`src/rtl/lp11_prt_tx.sv`:
```
// LP11 printer transmit stage: byte FIFO feeding an 8N1 serial shifter with
// optional LF->CR/LF expansion, bit-7 stripping and CTS flow control.
module lp11_prt_tx #(
    parameter int CLK_HZ     = 50000000,
    parameter int BAUD       = 9600,
    parameter int FIFO_DEPTH = 16,
    parameter int CRLF       = 1,
    parameter int STRIP8     = 1
) (
    input  logic                          clk_p,
    input  logic                          sys_init_n,
    input  logic [7:0]                    char_i,
    input  logic                          char_stb,
    input  logic                          flush,
    input  logic                          clr_ovr,
    input  logic                          cts_n,
    output logic                          prt_rdy,
    output logic                          busy,
    output logic                          ovr,
    output logic [$clog2(FIFO_DEPTH):0]   level,
    output logic                          txd
);

    localparam int DIV = CLK_HZ / BAUD;
    localparam int AW  = $clog2(FIFO_DEPTH);
    localparam int LW  = AW + 1;
    localparam int CW  = $clog2(DIV);

    typedef enum logic [1:0] {IDLE, START, DATA, STOP} state_t;

    state_t          state, state_n;
    logic [CW-1:0]   cnt, cnt_n;
    logic [2:0]      bitcnt, bitcnt_n;
    logic [7:0]      shift, shift_n;
    logic            txd_r, txd_n;
    logic            crdone, crdone_n;
    logic            pop;
    logic            push;
    logic            overflow;
    logic            full;
    logic            cts_m, cts_s;
    logic [7:0]      mem [FIFO_DEPTH];
    logic [AW-1:0]   wr_ptr, rd_ptr;
    logic [LW-1:0]   level_r;
    logic            ovr_r;
    logic [7:0]      head;
    logic            bit_end;

    assign head     = mem[rd_ptr];
    assign full     = (level_r == LW'(FIFO_DEPTH));
    assign push     = char_stb && !flush && (!full || pop);
    assign overflow = char_stb && !flush && full && !pop;
    assign bit_end  = (cnt == CW'(DIV - 1));

    assign prt_rdy = !full;
    assign busy    = (state != IDLE) || (level_r != '0);
    assign ovr     = ovr_r;
    assign level   = level_r;
    assign txd     = txd_r;

    // CTS idles deasserted out of reset so nothing starts before it is seen low
    always_ff @(posedge clk_p or negedge sys_init_n) begin
        if (!sys_init_n) begin
            cts_m <= 1'b1;
            cts_s <= 1'b1;
        end else begin
            cts_m <= cts_n;
            cts_s <= cts_m;
        end
    end

    always_ff @(posedge clk_p) begin
        if (push) mem[wr_ptr] <= char_i;
    end

    always_ff @(posedge clk_p or negedge sys_init_n) begin
        if (!sys_init_n) begin
            wr_ptr  <= '0;
            rd_ptr  <= '0;
            level_r <= '0;
            ovr_r   <= 1'b0;
        end else if (flush) begin
            wr_ptr  <= '0;
            rd_ptr  <= '0;
            level_r <= '0;
            ovr_r   <= 1'b0;
        end else begin
            if (push) wr_ptr <= wr_ptr + AW'(1);
            if (pop)  rd_ptr <= rd_ptr + AW'(1);
            case ({push, pop})
                2'b10:   level_r <= level_r + LW'(1);
                2'b01:   level_r <= level_r - LW'(1);
                default: level_r <= level_r;
            endcase
            if (overflow)     ovr_r <= 1'b1;
            else if (clr_ovr) ovr_r <= 1'b0;
        end
    end

    always_ff @(posedge clk_p or negedge sys_init_n) begin
        if (!sys_init_n) begin
            state  <= IDLE;
            cnt    <= '0;
            bitcnt <= '0;
            shift  <= '0;
            txd_r  <= 1'b1;
            crdone <= 1'b0;
        end else begin
            state  <= state_n;
            cnt    <= cnt_n;
            bitcnt <= bitcnt_n;
            shift  <= shift_n;
            txd_r  <= txd_n;
            crdone <= crdone_n;
        end
    end

    // A LF at the head is sent twice: first as CR without popping, then itself
    always_comb begin
        state_n  = state;
        cnt_n    = cnt;
        bitcnt_n = bitcnt;
        shift_n  = shift;
        txd_n    = txd_r;
        crdone_n = crdone;
        pop      = 1'b0;
        case (state)
            IDLE: begin
                if (level_r != '0 && !cts_s && !flush) begin
                    state_n = START;
                    cnt_n   = '0;
                    txd_n   = 1'b0;
                    if (CRLF != 0 && head == 8'h0A && !crdone) begin
                        shift_n  = 8'h0D;
                        crdone_n = 1'b1;
                    end else begin
                        shift_n  = (STRIP8 != 0) ? {1'b0, head[6:0]} : head;
                        pop      = 1'b1;
                        crdone_n = 1'b0;
                    end
                end
            end
            START: begin
                if (bit_end) begin
                    state_n  = DATA;
                    cnt_n    = '0;
                    bitcnt_n = '0;
                    txd_n    = shift[0];
                end else begin
                    cnt_n = cnt + CW'(1);
                end
            end
            DATA: begin
                if (bit_end) begin
                    cnt_n = '0;
                    if (bitcnt == 3'd7) begin
                        state_n = STOP;
                        txd_n   = 1'b1;
                    end else begin
                        bitcnt_n = bitcnt + 3'd1;
                        shift_n  = {1'b0, shift[7:1]};
                        txd_n    = shift[1];
                    end
                end else begin
                    cnt_n = cnt + CW'(1);
                end
            end
            STOP: begin
                if (bit_end) begin
                    state_n = IDLE;
                    cnt_n   = '0;
                end else begin
                    cnt_n = cnt + CW'(1);
                end
            end
            default: state_n = IDLE;
        endcase
        if (flush) crdone_n = 1'b0;
    end

endmodule

```
`config.mk`:
```
export PLATFORM = sky130hd
export DESIGN_NAME = lp11_prt_tx
export DESIGN_NICKNAME = d
export VERILOG_FILES = /design/src/rtl/lp11_prt_tx.sv
export SDC_FILE = /design/constraint.sdc
export NUM_CORES = 1
export LEC_CHECK = 0
export ABC_AREA = 1
export BUFFER_PORTS_ARGS = -buffer_cell sky130_fd_sc_hd__clkbuf_2
export CORE_ASPECT_RATIO = 0.7
export CORE_UTILIZATION = 62
export DETAILED_ROUTE_END_ITERATION = 10
export PLACE_DENSITY = 0.79
export SLEW_MARGIN = 20
export SYNTH_ARGS = -nofsm -noshare
export SYNTH_HDL_FRONTEND = slang
export SYNTH_SLANG_ARGS = --single-unit
export TNS_END_PERCENT = 10
```
`constraint.sdc`:
```
create_clock -name clk_p -period 3.2 [get_ports clk_p]
set_clock_uncertainty 0.2 [all_clocks]
set_input_delay 0.16 -clock clk_p [delete_from_list [all_inputs] [get_ports clk_p]]
set_output_delay 0.16 -clock clk_p [all_outputs]
set_load 0.1 [all_outputs]
```
==> results.ini <==
[cells_and_area]
fin_area_um2=9470
num_antenna_cells=0
finalCoreUtilization_pct=76.2
nets=891
area_growth_pct=20.1
layout-drive-gt1-share_pct=19.7

[synthesis]
mappedNetlistNets=811
ys_async_sr_fraction_pct=25.1
synth_area_um2=7890
synth_compound_area_share_pct=6.17
synthMuxAreaShare_pct=0.143
synth.distinct_cells=43
synth_sequential_area_ratio_pct=62.4
synth_top_family_by_area=simple AND/OR/NAND/NOR gates
synthesis.yosys.warnings=0
yosys_register_bits=171
syn-instance-count=780
synth_xor_area_share_pct=0.666
post_synth_fa_ha_maj_area_fraction_pct=2.79
synth_edf_count=128
post_synth.cell_area_avg_um2=10.1
yosys.area_share.simple_pct=21.3
postSynth.topFlopCell=sky130_fd_sc_hd__edfxtp_1

[sta]
max-slew-margin-rel_pct=48.3
finalHoldViolCount=11
rsz0062_at_grt=yes
holdWs_ns=-0.00325
fin_tns_setup_ns=-1.75
fin_crit_ns=3.29
drv_slew=0
timing_worst_slew_pin_value_ns=0.775
final_worst_path_period_share_pct=103
fmax_ghz=0.304
setup_violations=40
final_critical_path_setup_slack_ns=-0.0863

[clock_network]
clock_tree_from_tritoncts=built
cts_made_buffers=17
cts_max_path_buffers=2
cts.htree.levels=4
clk_pin_slew_worst_paths_ns=0.07
clk_root_buffer_cell=sky130_fd_sc_hd__clkbuf_16
insertion_delay_ns=0.43
cts.sinks=171

[grt]
grt_first_pass_wirelength_um=28800
vias_in_the_first_global_route=5676
grt_antenna_before_repair=0
grt_usage_pct=30.0
grt_start_max_net_pins=36
globalRoute.totalOverflow=0

[routing]
detail_route.drc_violations=0
postRouteWirelength_um=20600
drtAntennaViolNets=0
detailroute.via_count=6224
vias_per_cell=6.01
drt_iter0_drc=732
first_pass_iters=7
routed_wire_length_per_instance_um=19.9

[worst_setup_path]
timing.setup.critical_path_class=reg2reg
timing.critical_path.arrival_ns=3.46
required_ns=3.37
critPathCaptureType=flop
timing.critical_path.from_type=flop
maximum_fanout_along_the_worst_path=16
startpoint=rd_ptr[0]
reg2reg_to=level[4]
rrSetupSlack_ns=-0.09
worst_r2r_startpoint=rd_ptr[0]
worst-r2r-cell-count=23
capturing_element_of_the_worst_setup_path=level[4]

[place]
detailed_place.area_um2=8440
dp.final_hpwl_um=11800
place.port_buffers=22
placer_s_final_routability_congestion_estimate=0.829

[power_and_ir_drop]
total_power_mw=5.23
max-vdd-ir-drop_uv=407
pwr_density_cell_nw_per_um2=552
p_leak_nw=4.08

[run_status]
status=complete, but fails checks
failing_checks=hold timing, setup timing

[job]
maxCapViolCount=0

[floorplanning]
fp.dieArea_um2=13200
coreArea_um2=12400
initial_cell_density_of_the_core_pct=63.5
die_extent_in_x_um=137
chipHeight_um=96.4
num_rows=34
io_pins=23

[worst_hold_path]
hp-class=in2reg
hold-path-cell-count=1

[final cells by class]
cell class / count / area [um2]
Fill cell: 763 / 2950
Clock inverter: 15 / 160
Timing Repair Buffer: 90 / 820
Clock buffer: 17 / 425
Multi-Input combinational cell: 494 / 2600
Sequential cell: 171 / 4930
Tap cell: 162 / 203
Inverter: 86 / 333
[layer usage]
layer	wire [um]	vias up	global-route usage [%]
met3	2020	56	6.53
met1	8140	2988	40.7
met5	0	-	0
met4	517	0	12.8
met2	9870	391	47.1
li1	-	2789	-
[placed cells by master (no fill, tap or decap), types with 9 or more instances in the layout]
cell and count:
sky130_fd_sc_hd__inv_1 80, sky130_fd_sc_hd__nand2_1 182, sky130_fd_sc_hd__edfxtp_1 128, sky130_fd_sc_hd__nor3_2 12
sky130_fd_sc_hd__clkbuf_2 22, sky130_fd_sc_hd__ha_1 14, sky130_fd_sc_hd__a21oi_1 25, sky130_fd_sc_hd__nor3_1 9
sky130_fd_sc_hd__dfrtp_1 34, sky130_fd_sc_hd__nand3_1 73, sky130_fd_sc_hd__nor2_1 70, sky130_fd_sc_hd__buf_4 47
sky130_fd_sc_hd__clkbuf_16 22, sky130_fd_sc_hd__o21ai_0 38
[what timing repair did]
action / CTS / global route
pin swaps: 1 / 10
gates cloned: 0 / 5
hold endpoints to repair: 86 / 0
resized for setup: 4 / 37
hold buffers: 8 / 0
buffers inserted: 0 / 9
setup endpoints to repair: 1 / 52
[cell usage after synthesis, types with 8 or more instances]
master	n	area share [%]
sky130_fd_sc_hd__nor3_1	21	1.3
sky130_fd_sc_hd__o21ai_0	40	2.5
sky130_fd_sc_hd__nor2_1	72	3.4
sky130_fd_sc_hd__buf_2	11	0.70
sky130_fd_sc_hd__ha_1	16	2.5
sky130_fd_sc_hd__nand2_1	186	8.9
sky130_fd_sc_hd__inv_1	81	3.9
sky130_fd_sc_hd__a21oi_1	26	1.6
sky130_fd_sc_hd__edfxtp_1	128	49
sky130_fd_sc_hd__nand3_1	80	5.1
sky130_fd_sc_hd__dfrtp_1	40	13
sky130_fd_sc_hd__o211ai_1	8	0.76
[logic make-up after synthesis]
| kind of cell | after synthesis |
|---|---|
| and+or+nand+nor | 382 |
| DFF | 171 |
| buffers and inverters | 115 |
| AOI/OAI and AO/OA | 88 |
| adders and majority gates | 17 |
| xor gates and xnor gates | 6 |
| muxes | 1 |
[critical path, stage by stage, from the launching register on]
cell                        delay (ns)
sky130_fd_sc_hd__dfrtp_2          0.52
sky130_fd_sc_hd__buf_6            0.17
sky130_fd_sc_hd__clkbuf_16        0.17
sky130_fd_sc_hd__or2_0            0.20
sky130_fd_sc_hd__nand3_1          0.07
sky130_fd_sc_hd__nand3_1          0.06
sky130_fd_sc_hd__nand3_1          0.07
sky130_fd_sc_hd__nand2_1          0.07
sky130_fd_sc_hd__nor2_1           0.12
sky130_fd_sc_hd__nand2_1          0.10
sky130_fd_sc_hd__nor2_2           0.13
sky130_fd_sc_hd__nand2_4          0.07
sky130_fd_sc_hd__nand3_4          0.09
sky130_fd_sc_hd__inv_4            0.06
sky130_fd_sc_hd__ha_4             0.28
sky130_fd_sc_hd__nand2_2          0.06
sky130_fd_sc_hd__o21ai_2          0.14
sky130_fd_sc_hd__xor2_1           0.20
sky130_fd_sc_hd__inv_1            0.08
sky130_fd_sc_hd__nand4_1          0.09
sky130_fd_sc_hd__nand2_1          0.06
sky130_fd_sc_hd__nor2_1           0.09
sky130_fd_sc_hd__nand2_1          0.06
sky130_fd_sc_hd__nand2_1          0.05
[how the worst min path moves through the flow]
| stage | start | end | slack [ns] |
|---|---|---|---|
| 2_1_floorplan | sys_init_n | bitcnt[0] | -0.34 |
| 3_3_place_gp | sys_init_n | cnt[0] | 0.05 |
| 3_5_place_dp | cts_n | cts_m | 0.05 |
| 4_1_cts | char_i[7] | mem[3][7] | 0.009 |
| 5_1_grt | char_i[0] | mem[5][0] | 0.02 |
| 6_report | char_i[7] | mem[14][7] | -0.003 |
[metrics by stage]
stage | setup slack [ns] | instances
final | -0.0863 | 1035
after global routing | -0.306 | 1035
after CTS | 0.0409 | 1021
after detailed placement | -0.0628 | 981
after global placement | 0.0286 | 981
after floorplan | 0.172 | 780
[report_power, final]
group / internal (mW) / switching, mW / leakage (nW)
Clock: 1.16 / 0.912 / 0.280
Sequential: 2.42 / 0.0293 / 1.68
Combinational: 0.262 / 0.446 / 2.11
Total: 3.85 / 1.39 / 4.08
[registers in the layout (all words and copies together) (netlist names)]
signal and count:
cts_m 1, ovr 1, shift 7, cts_s 1, rd_ptr 4, crdone 1, txd 1, cnt 13
bitcnt 3, wr_ptr 4, level 5, state 2, mem 128
No activity file was read; power rests on OpenSTA's default activity.
